[src/rtl/fetch_stage.sv]
// fetch_stage: owns the PC, drives instruction memory and fills IF/ID.
// Optional out-of-range fetch trap: define FETCH_BOUNDS_CHECK_EN.
//
// Ports:
//   clk, rst_n    clock, synchronous active-low reset
//   stall         hold PC and IF/ID
//   redirect      load redirect_pc (wins over stall), inject bubble
//   redirect_pc   target byte address, bits [1:0] ignored
//   imem_pc       word address to instruction memory (pc_q[31:2])
//   imem_inst     instruction word for imem_pc
//   if_id_inst    registered instruction to decode
//   if_id_pc4     registered PC+4 of that instruction
//   if_id_valid   IF/ID holds a real instruction
//   fetch_count   instructions loaded valid into IF/ID
//   fetch_fault   sticky out-of-range fetch flag

package fetch_pkg;

    typedef struct packed {
        logic [31:0] inst;
        logic [31:0] pc4;
        logic        valid;
    } if_id_t;

    localparam if_id_t IF_ID_BUBBLE = '{
        inst:  32'h0,
        pc4:   32'h0,
        valid: 1'b0
    };

endpackage

module fetch_stage
    import fetch_pkg::*;
#(
    parameter logic [31:0] RESET_PC   = 32'h0040_0000,
    parameter logic [31:0] IMEM_BASE  = 32'h0040_0000,
    parameter logic [31:0] IMEM_LIMIT = 32'h0040_0400
) (
    input  logic        clk,
    input  logic        rst_n,
    input  logic        stall,
    input  logic        redirect,
    input  logic [31:0] redirect_pc,
    output logic [29:0] imem_pc,
    input  logic [31:0] imem_inst,
    output logic [31:0] if_id_inst,
    output logic [31:0] if_id_pc4,
    output logic        if_id_valid,
    output logic [31:0] fetch_count,
    output logic        fetch_fault
);

    logic [31:0] pc_q;
    if_id_t      if_id_q;
    logic [31:0] count_q;
    logic        fault_q;

    logic [31:0] pc_plus4;
    logic        oob;
    logic        unused_bits;

    assign pc_plus4 = pc_q + 32'd4;

`ifdef FETCH_BOUNDS_CHECK_EN
    assign oob = (pc_q < IMEM_BASE) ||
                 (pc_q >= IMEM_LIMIT);
    assign unused_bits = ^redirect_pc[1:0];
`else
    // No range check: the bounds only exist to keep
    // the parameter list identical across builds.
    assign oob = 1'b0;
    assign unused_bits = ^{redirect_pc[1:0],
                           IMEM_BASE, IMEM_LIMIT};
`endif

    always_ff @(posedge clk) begin
        if (!rst_n) begin
            pc_q    <= RESET_PC;
            if_id_q <= IF_ID_BUBBLE;
            count_q <= 32'h0;
            fault_q <= 1'b0;
        end else if (redirect) begin
            pc_q    <= {redirect_pc[31:2], 2'b00};
            if_id_q <= IF_ID_BUBBLE;
        end else if (fault_q) begin
            // Trapped: only a redirect can move the PC.
            if_id_q <= IF_ID_BUBBLE;
        end else if (stall) begin
            pc_q    <= pc_q;
        end else if (oob) begin
            if_id_q <= IF_ID_BUBBLE;
            fault_q <= 1'b1;
        end else begin
            pc_q          <= pc_plus4;
            if_id_q.inst  <= imem_inst;
            if_id_q.pc4   <= pc_plus4;
            if_id_q.valid <= 1'b1;
            count_q       <= count_q + 32'd1;
        end
    end

    assign imem_pc     = pc_q[31:2];
    assign if_id_inst  = if_id_q.inst;
    assign if_id_pc4   = if_id_q.pc4;
    assign if_id_valid = if_id_q.valid;
    assign fetch_count = count_q;
    assign fetch_fault = fault_q;

endmodule

[config.mk]
export PLATFORM = sky130hd
export DESIGN_NAME = fetch_stage
export DESIGN_NICKNAME = d
export VERILOG_FILES = /design/src/rtl/fetch_stage.sv
export SDC_FILE = /design/constraint.sdc
export NUM_CORES = 1
export LEC_CHECK = 0
export ABC_AREA = 1
export ABC_CLOCK_PERIOD_IN_PS = 1800
export CORE_UTILIZATION = 47
export CTS_CLUSTER_DIAMETER = 40
export DETAILED_ROUTE_END_ITERATION = 7
export GPL_ROUTABILITY_DRIVEN = 0
export PLACE_DENSITY = 0.91
export SKIP_CTS_REPAIR_TIMING = 1
export SLEW_MARGIN = 30
export SYNTH_ARGS = -nofsm -noshare
export SYNTH_HDL_FRONTEND = slang
export SYNTH_SLANG_ARGS = --single-unit
[constraint.sdc]
create_clock -name clk -period 1.8 [get_ports clk]
set_input_delay 0.36 -clock clk [delete_from_list [all_inputs] [get_ports clk]]
set_output_delay 0.36 -clock clk [all_outputs]
set_load 0.01 [all_outputs]
======== Word-level counts from Yosys, hierarchy flattened ========
Index checks and enable logic that the tools add are counted.
storage, ports and cells
  bits in registers ....................... 130
  bits in latches ......................... 0
  memory bits (writable) .................. 0
  bits in read-only memories .............. 0
  input port bits ......................... 68
  output and inout bits ................... 128
  word-level logic and storage cells ...... 24
  memories ................................ 0
cells by class
  add/subtract/negate cells ............... 2
  $mul .................................... 0
  divide/modulo/power cells ............... 0
  order comparisons ....................... 0
  equality and inequality tests ........... 2
  shift-type cells ........................ 0
  mux-type cells .......................... 4
  bitwise logic cells ..................... 4
  reductions and logical operators ........ 5
operators by type and width
  cell                                            count
  two-way mux 32 bit                              3
  adder 32 x 1 -> 32 bit (second input constant)  1
  adder 32 x 3 -> 32 bit (second input constant)  1
  inverter 1 bit                                  4
  AND reduction 2 bit                             2
  AND reduction 3 bit                             1
  OR reduction 3 bit                              1
  != test 2 x 1 -> 1 bit (second input constant)  1
  != test 2 bit (second input constant)           1
  OR reduction 2 bit                              1
  two-way mux 1 bit                               1

======== Depth between registers and ports, before layout ========
  word-level depth ........................ 4
  depth in mapped cells ................... 11
  mapped depth without buffers ............ 10

======== Worst setup path after synthesis ========
Ideal clock, no wire load.
  path type ............................... register to register
  from .................................... register pc_q[3]
  to ...................................... register if_id_q (netlist bit if_id_pc4[22])
  setup time .............................. 109 ps
  arrival time ............................ 1,388 ps
  required time ........................... 1,691 ps
  path slack .............................. 303 ps
  cell stages (with the launch flop) ...... 11
  path buffers ............................ 0
  period minus slack after synthesis ...... 1,497 ps
  cells stage by stage .................... dfxtp_1 > ha_1 > inv_1 > nor2_2 > nand2_2 > nor2_2 > nand2_1 > xor2_1 > nand2_1 > nand2_1 > inv_1
on the way
  word-level cells in the longest chain between the ends .. 1
ends and longest elaborated chain
  element                 line  text
  start, declared         54    logic [31:0] pc_q;
  start signal, assigned  84    pc_q <= {redirect_pc[31:2], 2'b00};
  start signal, assigned  90    pc_q <= pc_q;
  start signal, assigned  95    pc_q <= pc_plus4;
  adder 32 x 3 -> 32 bit  63    assign pc_plus4 = pc_q + 32'd4;
  end, declared           55    if_id_t if_id_q;
No other way between the ends.
A chain may end at the register's enable or synchronous reset.

======== Worst setup path after layout ========
  from .................................... register pc_q[19]
  to ...................................... output imem_pc[17]
RTL lines
  element        line  text
  end, declared  45    output logic [29:0] imem_pc,
No word-level cell between the ends.

==> results.cfg <==
[finish]
drive_gt1_share_pct = 10.8
syn2layout_area_growth_pct = 48.8
fill_cells = 983
fin_area_mm2 = 0.00912
post-route-util_pct = 71.9
n_antenna_cell = 0
fin_cells = 1331
nets = 1216

[detailed_routing]
drtPass1Iterations = 5
wl_mm = 19.1
drc = 0
viasPerCell = 5.06
wl_per_cell_um = 14.3
drt_iter0_drc = 636
route.vias.total = 6739
ant_nets = 0

[power_and_ir_drop]
power_mw = 7.45
p_int_mw = 5.65
p_switching_mw = 1.79
p_sw_share_pct = 24.1
p_leak_nw = 4.02
clockPowerShare_pct = 49.0
comb_power_share_pct = 11.4
power_frac_seq_pct = 39.6
power.density_mw_per_mm2 = 817
ir_drop_uv = 523

[synth]
syn-cell-area_mm2 = 0.00613
ys_ff_latch = 125
yosysWarnings = 0
yosys-top-cells-area = dfxtp_1, nand2_1, nor2_1, inv_1, a21oi_1
synth_edf_count = 0
yosys.area.top_type_share_pct = 40.8
syn_area_per_cell_um2 = 6.55
ys_types = 38
netlist.top_cell.by_area = dfxtp_1
ys.flop_type = dfxtp_1
synthCells = 936
async_flop_share_pct = 0
ys_seq_area_share_pct = 40.8

[floorplanning]
fp.dieH_um = 116
ioPinCount = 196
core-area_mm2 = 0.0127
start_util_pct = 48.4
rows = 41
dieArea_mm2 = 0.0135
die_w_um = 116

[placed_design]
portBuffers = 190
dpl-instance-area_mm2 = 0.00841
dp_hpwl_mm = 13.7
place_inst = 1299

[flow_run]
cap_viol_max_count = 0

[worst_setup_path]
r2r-end = pc_q[16]
cp.depth = 1
slowest_stage = clkdlybuf4s50_1
path_delay_family = buffers and inverters
crit_fanout = 5
slowest_delay_ps = 570
r2r_cells = 7
regToRegSetupSlack_ps = 100
crit_buf_inv = 1
worstSetupEndpointType = primary output
crit_type = reg -> out
path_cells = clkdlybuf4s50_1
crit_start = pc_q[19]
r2r_start = pc_q[3]
cp.arrival_ps = 1410
startpoint_type = flip-flop
cp.required_ps = 1440
endpoint = imem_pc[17]

[timing]
slew_viol_final = 0
skew_ps = 12.1
maxSlewHeadroom_pct = 57.2
fmax_ghz = 0.566
max_slew.worst_pin.slew_ps = 642
rsz0062_at_grt = no
period_needed_ps = 1770
period_share_pct = 98.1
holdWs_ps = 464
hold_viol = 0
finalSetupViolations = 0

[cts]
clk_path_buf_depth = 2
cts.clk_slew.worst_paths_ps = 60
root_buffer = clkbuf_16
numCtsBuffers = 17
clock-sinks = 125
cts_tree = done
clkLatencyLatePin_ps = 420
h-tree-depth = 4

[global_route]
grt_pass1_vias = 6274
grt_pass1_wl_mm = 29.3
grt_max_degree = 62
antenna_found_initial = 0
grt.met2_usage_pct = 50.5
grt.met1_usage_pct = 32.3
use_met3_pct = 6.18
grt_overflow = 0
grt_busiest_layer = met2
grt.total_usage_pct = 28.0

[worst_hold_path]
hold_path.class = reg -> reg

[outcome]
outcome = finished, final reports clean
-- layout by cell type, fill, tap and decap left out, drive strengths merged, types with 2 or more instances in the layout --
| cell type | count |
|---|---|
| nand4 | 4 |
| xor2 | 14 |
| buf | 38 |
| a22o | 6 |
| xnor2 | 8 |
| clkbuf | 18 |
| nand2 | 281 |
| a31oi | 7 |
| o21a | 2 |
| ha | 2 |
| a21oi | 65 |
| nor3 | 7 |
| clkinv | 6 |
| nand3 | 38 |
| nor2 | 167 |
| bufinv | 4 |
| o21ai | 55 |
| inv | 110 |
| dfxtp | 125 |
| clkinvlp | 4 |
| dlymetal6s2s | 16 |
| conb | 3 |
| clkdlybuf4s50 | 173 |
-- sequential cells by signal, summed over array words and instances (netlist names) --
name         count
fetch_count     32
if_id_inst      32
if_id_pc4       30
pc_q            30
if_id_valid      1
-- per-stage QoR --
stage               TNS (ps)  setup WS, ps
global route               0         0.354
floorplan                  0           303
finish                     0          34.8
detailed placement      -574         -97.5
CTS                     -572         -87.6
global placement       -48.6         -29.3
-- synth_stat cells, types with 8 or more instances --
library cell  number
a21oi_1           65
nand3_1           36
o21ai_1           21
dfxtp_1          125
o21ai_0           34
nor2_1           150
xor2_1            14
clkbuf_1          25
inv_1            104
xnor2_1            8
nand2_1          274
nor2_2            13
-- worst min-delay path by stage --
stage                           endpoint           start  slack (ps)  depth (start not counted)
after detailed placement  if_id_inst[19]  if_id_inst[19]         450                          2
after global placement     if_id_inst[7]   if_id_inst[7]         450                          2
after CTS                 if_id_inst[19]  if_id_inst[19]         460                          2
after floorplan           if_id_inst[31]  if_id_inst[31]         490                          2
after global routing      if_id_inst[13]  if_id_inst[13]         480                          2
final                     if_id_inst[19]  if_id_inst[19]         460                          2
-- cell families after synthesis --
kind of cell,Yosys count,synth area share (%)
other,1,0.0612
DFF,125,40.8
buffers and inverters,148,9.55
AOI/OAI and AO/OA,138,12.0
xor gates and xnor gates,22,3.14
adders and majority gates,2,0.408
and+or+nand+nor,500,34.0
-- area by class of cell --
class	count	area, um2	area share [%]
Sequential cell	125	2530	27.7
Tap cell	172	215	2.36
Timing Repair Buffer	227	2260	24.8
Clock inverter	14	191	2.10
Inverter	110	422	4.63
Clock buffer	18	439	4.82
Multi-Input combinational cell	665	3060	33.5
-- power groups by stage --
stage / logic (mW) / registers, mW / clock network (mW)
detailed placement: 0.845 / 3.00 / 0
global route: 0.924 / 2.96 / 3.80
finish: 0.851 / 2.95 / 3.65
CTS: 0.855 / 2.94 / 3.68
global placement: 0.826 / 2.99 / 0
floorplan: 0.325 / 3.04 / 0
-- metal layers --
layer | share of wire [%] | wire [um]
met1 | 40 | 7660
met5 | 0 | 0
met2 | 50 | 9600
met3 | 7.6 | 1450
met4 | 1.9 | 354
Note: power is estimated with default switching activity, not from simulation.
